<file path="config.mk">
export PLATFORM = sky130hd
export DESIGN_NAME = comparator_nbit_pipe
export DESIGN_NICKNAME = d
export VERILOG_FILES = /design/src/rtl/comparator_nbit_pipe.sv
export SDC_FILE = /design/constraint.sdc
export NUM_CORES = 1
export LEC_CHECK = 0
export BUFFER_PORTS_ARGS = -buffer_cell sky130_fd_sc_hd__buf_4
export CAP_MARGIN = 20
export CORE_MARGIN = 5
export CORE_UTILIZATION = 26
export DETAILED_ROUTE_END_ITERATION = 8
export GPL_ROUTABILITY_DRIVEN = 0
export GPL_TIMING_DRIVEN = 1
export PLACE_DENSITY = 0.43
export SETUP_SLACK_MARGIN = 0.4
export SYNTH_ARGS = -nofsm -noshare
export SYNTH_HDL_FRONTEND = slang
export SYNTH_SLANG_ARGS = --single-unit
</file>
<file path="constraint.sdc">
create_clock -name clk -period 1.9 [get_ports clk]
set_input_delay 0.38 -clock clk [delete_from_list [all_inputs] [get_ports clk]]
set_output_delay 0.38 -clock clk [all_outputs]
set_load 0.02 [all_outputs]
</file>
<file path="src/rtl/comparator_nbit_pipe.sv">
// Pipelined N-bit magnitude comparator: one CHUNK per stage, MSB chunk first, global-stall flow.
// Define COMPARATOR_SIGNED_EN to honour is_signed (two's-complement compare via MSB inversion).
module comparator_nbit_pipe #(
  parameter int unsigned WIDTH = 16,
  parameter int unsigned CHUNK = 4
) (
  input  logic             clk,
  input  logic             rst_n,
  input  logic             in_valid,
  output logic             in_ready,
  input  logic [WIDTH-1:0] a,
  input  logic [WIDTH-1:0] b,
  input  logic             is_signed,
  output logic             out_valid,
  input  logic             out_ready,
  output logic             gt,
  output logic             eq,
  output logic             lt
);

  localparam int unsigned Stages = WIDTH / CHUNK;

  logic                advance;
  logic [Stages-1:0]   valid_q, decided_q, gt_q, lt_q;
  logic [Stages-1:0]   valid_d, decided_d, gt_d, lt_d;
  logic [Stages-1:0]   src_valid, src_decided, src_gt, src_lt;
  logic [WIDTH-1:0]    a_in, b_in;
  // Operand registers hold the not-yet-compared bits left-aligned, next chunk on top.
  logic [WIDTH-1:0]    a_q [Stages];
  logic [WIDTH-1:0]    b_q [Stages];
  logic [WIDTH-1:0]    a_d [Stages];
  logic [WIDTH-1:0]    b_d [Stages];
  logic [WIDTH-1:0]    src_a [Stages];
  logic [WIDTH-1:0]    src_b [Stages];
  logic                unused_tail;

`ifdef COMPARATOR_SIGNED_EN
  // Flipping the sign bit maps two's-complement order onto unsigned order.
  assign a_in = a ^ {is_signed, {(WIDTH-1){1'b0}}};
  assign b_in = b ^ {is_signed, {(WIDTH-1){1'b0}}};
`else
  logic unused_is_signed;
  assign unused_is_signed = is_signed;
  assign a_in = a;
  assign b_in = b;
`endif

  assign advance  = ~out_valid | out_ready;
  assign in_ready = advance;

  always_comb begin
    src_a[0]       = a_in;
    src_b[0]       = b_in;
    src_valid[0]   = in_valid;
    src_decided[0] = 1'b0;
    src_gt[0]      = 1'b0;
    src_lt[0]      = 1'b0;
    for (int unsigned k = 1; k < Stages; k++) begin
      src_a[k]       = a_q[k-1];
      src_b[k]       = b_q[k-1];
      src_valid[k]   = valid_q[k-1];
      src_decided[k] = decided_q[k-1];
      src_gt[k]      = gt_q[k-1];
      src_lt[k]      = lt_q[k-1];
    end
  end

  always_comb begin
    logic [CHUNK-1:0] ca, cb;
    valid_d   = '0;
    decided_d = '0;
    gt_d      = '0;
    lt_d      = '0;
    ca        = '0;
    cb        = '0;
    for (int unsigned k = 0; k < Stages; k++) begin
      ca           = src_a[k][WIDTH-1 -: CHUNK];
      cb           = src_b[k][WIDTH-1 -: CHUNK];
      valid_d[k]   = src_valid[k];
      decided_d[k] = src_decided[k] | (ca != cb);
      gt_d[k]      = src_decided[k] ? src_gt[k] : (ca > cb);
      lt_d[k]      = src_decided[k] ? src_lt[k] : (ca < cb);
      a_d[k]       = src_a[k] << CHUNK;
      b_d[k]       = src_b[k] << CHUNK;
    end
  end

  always_ff @(posedge clk or negedge rst_n) begin
    if (!rst_n) begin
      valid_q   <= '0;
      decided_q <= '0;
      gt_q      <= '0;
      lt_q      <= '0;
    end else if (advance) begin
      valid_q   <= valid_d;
      decided_q <= decided_d;
      gt_q      <= gt_d;
      lt_q      <= lt_d;
    end
  end

  always_ff @(posedge clk) begin
    if (advance) begin
      for (int unsigned k = 0; k < Stages; k++) begin
        a_q[k] <= a_d[k];
        b_q[k] <= b_d[k];
      end
    end
  end

  // The last stage has nothing left to hand on; its operand bits are trimmed away.
  assign unused_tail = ^{a_q[Stages-1], b_q[Stages-1]};

  assign out_valid = valid_q[Stages-1];
  assign gt        = out_valid & gt_q[Stages-1];
  assign lt        = out_valid & lt_q[Stages-1];
  assign eq        = out_valid & ~decided_q[Stages-1];

endmodule

</file>
==> key figures <==
Status
  – Status: completed

CTS
  – CTS buffer count: 9
  – Reg clk slew, reported paths: 0.08 ns
  – Clock Path Buffers: 2
  – CTS tree: done
  – Clk_lat worst skew: 0.34 ns
  – H-Tree Depth: 3
  – Clk sinks: 64
  – CTS Root Cell: clkbuf_8

STA
  – Period minus WS final: 1.513 ns
  – RSZ-0062 raised after global routing: true
  – Period utilisation layout: 79.66%
  – Fin. Hold Viols: 0
  – Setup violations, final: 0
  – Fin. max-slew vios: 0
  – Max Freq: 0.6607 GHz
  – Setup TNS: 0 ns
  – Actual slew at the worst max-slew pin: 0.3070 ns
  – Setup WS post-layout: 0.3865 ns
  – Worst clock skew: 0.009521 ns
  – Slew margin rel.: 79.49%

GRT
  – GRT Residual Overflow: 0
  – Largest net degree at the start of global routing: 43
  – Total GRT Usage: 7.487%
  – Global-route wire length before repair: 6589 um
  – Antenna violations before repair: 0
  – Number of global-route vias before repair: 1443

Floorplanning
  – Die Area: 0.01171 sq mm
  – Row count: 35
  – Chip width: 108.2 um
  – Die height: 108.2 um
  – Starting Density: 26.88%
  – Io pins: 42
  – Core region area: 0.009328 sq mm

Cells and area
  – # nets final: 277
  – P&R area growth vs syn: 31.19%
  – Final std cells w/o fill: 358
  – Antenna Cells: 0
  – Layout cells sized above 1: 30.57%

Synth
  – #FFs+latches synth: 64
  – Synth Net Count: 222
  – Gate Count Post-Synth: 169
  – Avg Cell Area, Syn: 14.84 sq um
  – Largest cells by area after synthesis: edfxtp_1 (57%), dfrtp_1 (16%), ha_1 (8.0%), inv_1 (2.5%), nand2_1 (2.5%)
  – Yosys top cell area share: 57.49%
  – Post-synthesis sequential area ratio: 73.45%
  – Warnings, synthesis: 0
  – Synth cell types: 27
  – Leading area contributor after synthesis: edfxtp_1
  – Post-Syn Area: 0.002507 sq mm

Detailed routing
  – Drt initial violations: 37
  – Routed WL per cell: 11.08 um
  – Drt drc: 0
  – Met3 WL: 240 um
  – Vias/cell: 3.880
  – Routed wl met2: 1814 um
  – Vias: 1389
  – Uppermost layer routed: met4
  – Antenna-violating nets left: 0
  – Total Wirelength: 3968 um
  – TritonRoute pass-1 iters: 4
  – Met1 WL: 1783 um

Worst hold path
  – Worst Hold Class: input pin to flop
  – Hold Path Origin: b[3]

Placed design
  – Pre-CTS setup slack: 0.3288 ns
  – HPWL Detailed: 2590 um
  – IO Port Bufs: 40
  – Placed insts: 337

Critical path
  – Critical path data required time: 1.52 ns
  – Worst-path fanout max: 4
  – CP arrival: 1.13 ns
  – Worst R2R Setup Slack: 0.40 ns
  – Crit path from: valid_q[3]$_DFFE_PN0P_
  – Critical R2R Launch: a_q[0][11]$_DFFE_PP_
  – Worst setup SP type: flop
  – Setup Crit Path Kind: flop to primary output
  – Worst Setup End Kind: primary output

Power and ir drop
  – Leak: 1.405 nW
  – PnR Total Power: 4.326 mW
  – VDD IR-drop max: 438.8 uV
  – Power per cell area: 1315 mW/mm^2

Run
  – Max Cap Violations: 0
logic make-up (layout without fill, tap and decap cells):
group / count (synthesis) / in the layout / share of synthesized area, %
AND/OR/NAND/NOR: 46 / 46 / 9.082
buffers and inverters: 21 / 81 / 3.643
AO/OA/AOI/OAI: 22 / 22 / 5.838
adder cells (fa/ha/maj): 16 / 16 / 7.984
flip-flops: 64 / 64 / 73.45
layout by cell type, fill, tap and decap left out, drive strengths merged:
cell and n:
o21ai 3, buf 45, nand2b 1, clkbuf 9
dfrtp 16, a22o 1, nor2 9, nand3 7
nor2b 5, a21o 1, clkinv 4, dlygate4sd3 1
a2111oi 2, and3 2, ha 16, a211o 2
and2 2, nor3b 1, nand2 17, bufinv 2
and4 2, o41ai 1, inv 20, o22a 1
edfxtp 48, o211ai 2, a21oi 9
synth_stat cells:
cell type  instances
inv_1             17
nand2b_1           1
a211o_1            2
a21o_1             1
a21oi_1            9
and3_1             2
nand3_1            7
inv_4              1
dfrtp_1           16
o211ai_1           2
nor2b_1            4
and2_1             2
a22o_1             1
edfxtp_1          48
a2111oi_1          2
o21ai_1            1
buf_6              1
o22a_1             1
o21ai_0            2
nor2_1             9
nor3b_1            1
o41ai_1            1
buf_2              2
nand2_1           17
ha_1              16
and4_1             2
nor2b_4            1
final cells by class:
class | count | area [sq um]
clock buffers | 9 | 123.9
clock inverters | 7 | 103.9
fillers | 923 | 6038
inverters | 18 | 75.07
multi-input cells | 84 | 596.8
flip-flops and latches | 64 | 1843
well taps | 129 | 161.4
repair buffers | 46 | 379.1
repair inverters | 1 | 6.256
worst max-delay path: stages (launching register included):
cell and delay [ns]:
dfrtp_2 0.41, buf_6 0.13, and2_4 0.13, buf_6 0.12
layer usage:
metal	vias up	global-route usage, %
li1	715	-
met2	40	11.59
met1	624	8.614
met5	-	0
met3	10	2.567
met4	0	5.410
registers in the layout, indices dropped and copies added, names as in the netlist:
register   count
a_q           24
b_q           24
decided_q      4
gt_q           4
lt_q           4
valid_q        4
metrics by stage:
step                cell area [sq um]  utilization [%]  hold slack (ns)
floorplan                        2517                -          0.08441
global placement                 2975            31.90           0.2536
detailed placement               2975            31.90           0.2546
CTS                              3286            35.22           0.1873
global route                     3289            35.26           0.1813
finish                           3289            35.26           0.2138
final timing paths:
| path | end | depth (start not counted) |
|---|---|---|
| setup / recovery | lt | 3 |
| hold / removal | b_q[0][3]$_DFFE_PP_ | 1 |
| setup reg to reg | gt_q[1]$_DFFE_PN0P_ | 4 |
| hold reg to reg | b_q[2][8]$_DFFE_PP_ | 0 |
| max in group asynchronous | valid_q[3]$_DFFE_PN0P_ | 2 |
| min in group asynchronous | valid_q[2]$_DFFE_PN0P_ | 2 |
report_power, final:
part | internal, mW | total, mW | leakage, nW | switching [mW]
sequential | 1.97 | 2.09 | 0.668 | 0.124
clock | 0.751 | 1.30 | 0.114 | 0.552
combinational | 0.434 | 0.931 | 0.623 | 0.497
total | 3.15 | 4.33 | 1.41 | 1.17
timing repair:
item                       CTS  global route
hold endpoints to repair    16             0
buffers inserted             3             0
gates resized for setup     13             1
hold buffers                 1             0
setup endpoints to repair    6             6
pin swaps                    7             4
cloned                       1             0
(Power assumes the default switching activity.)
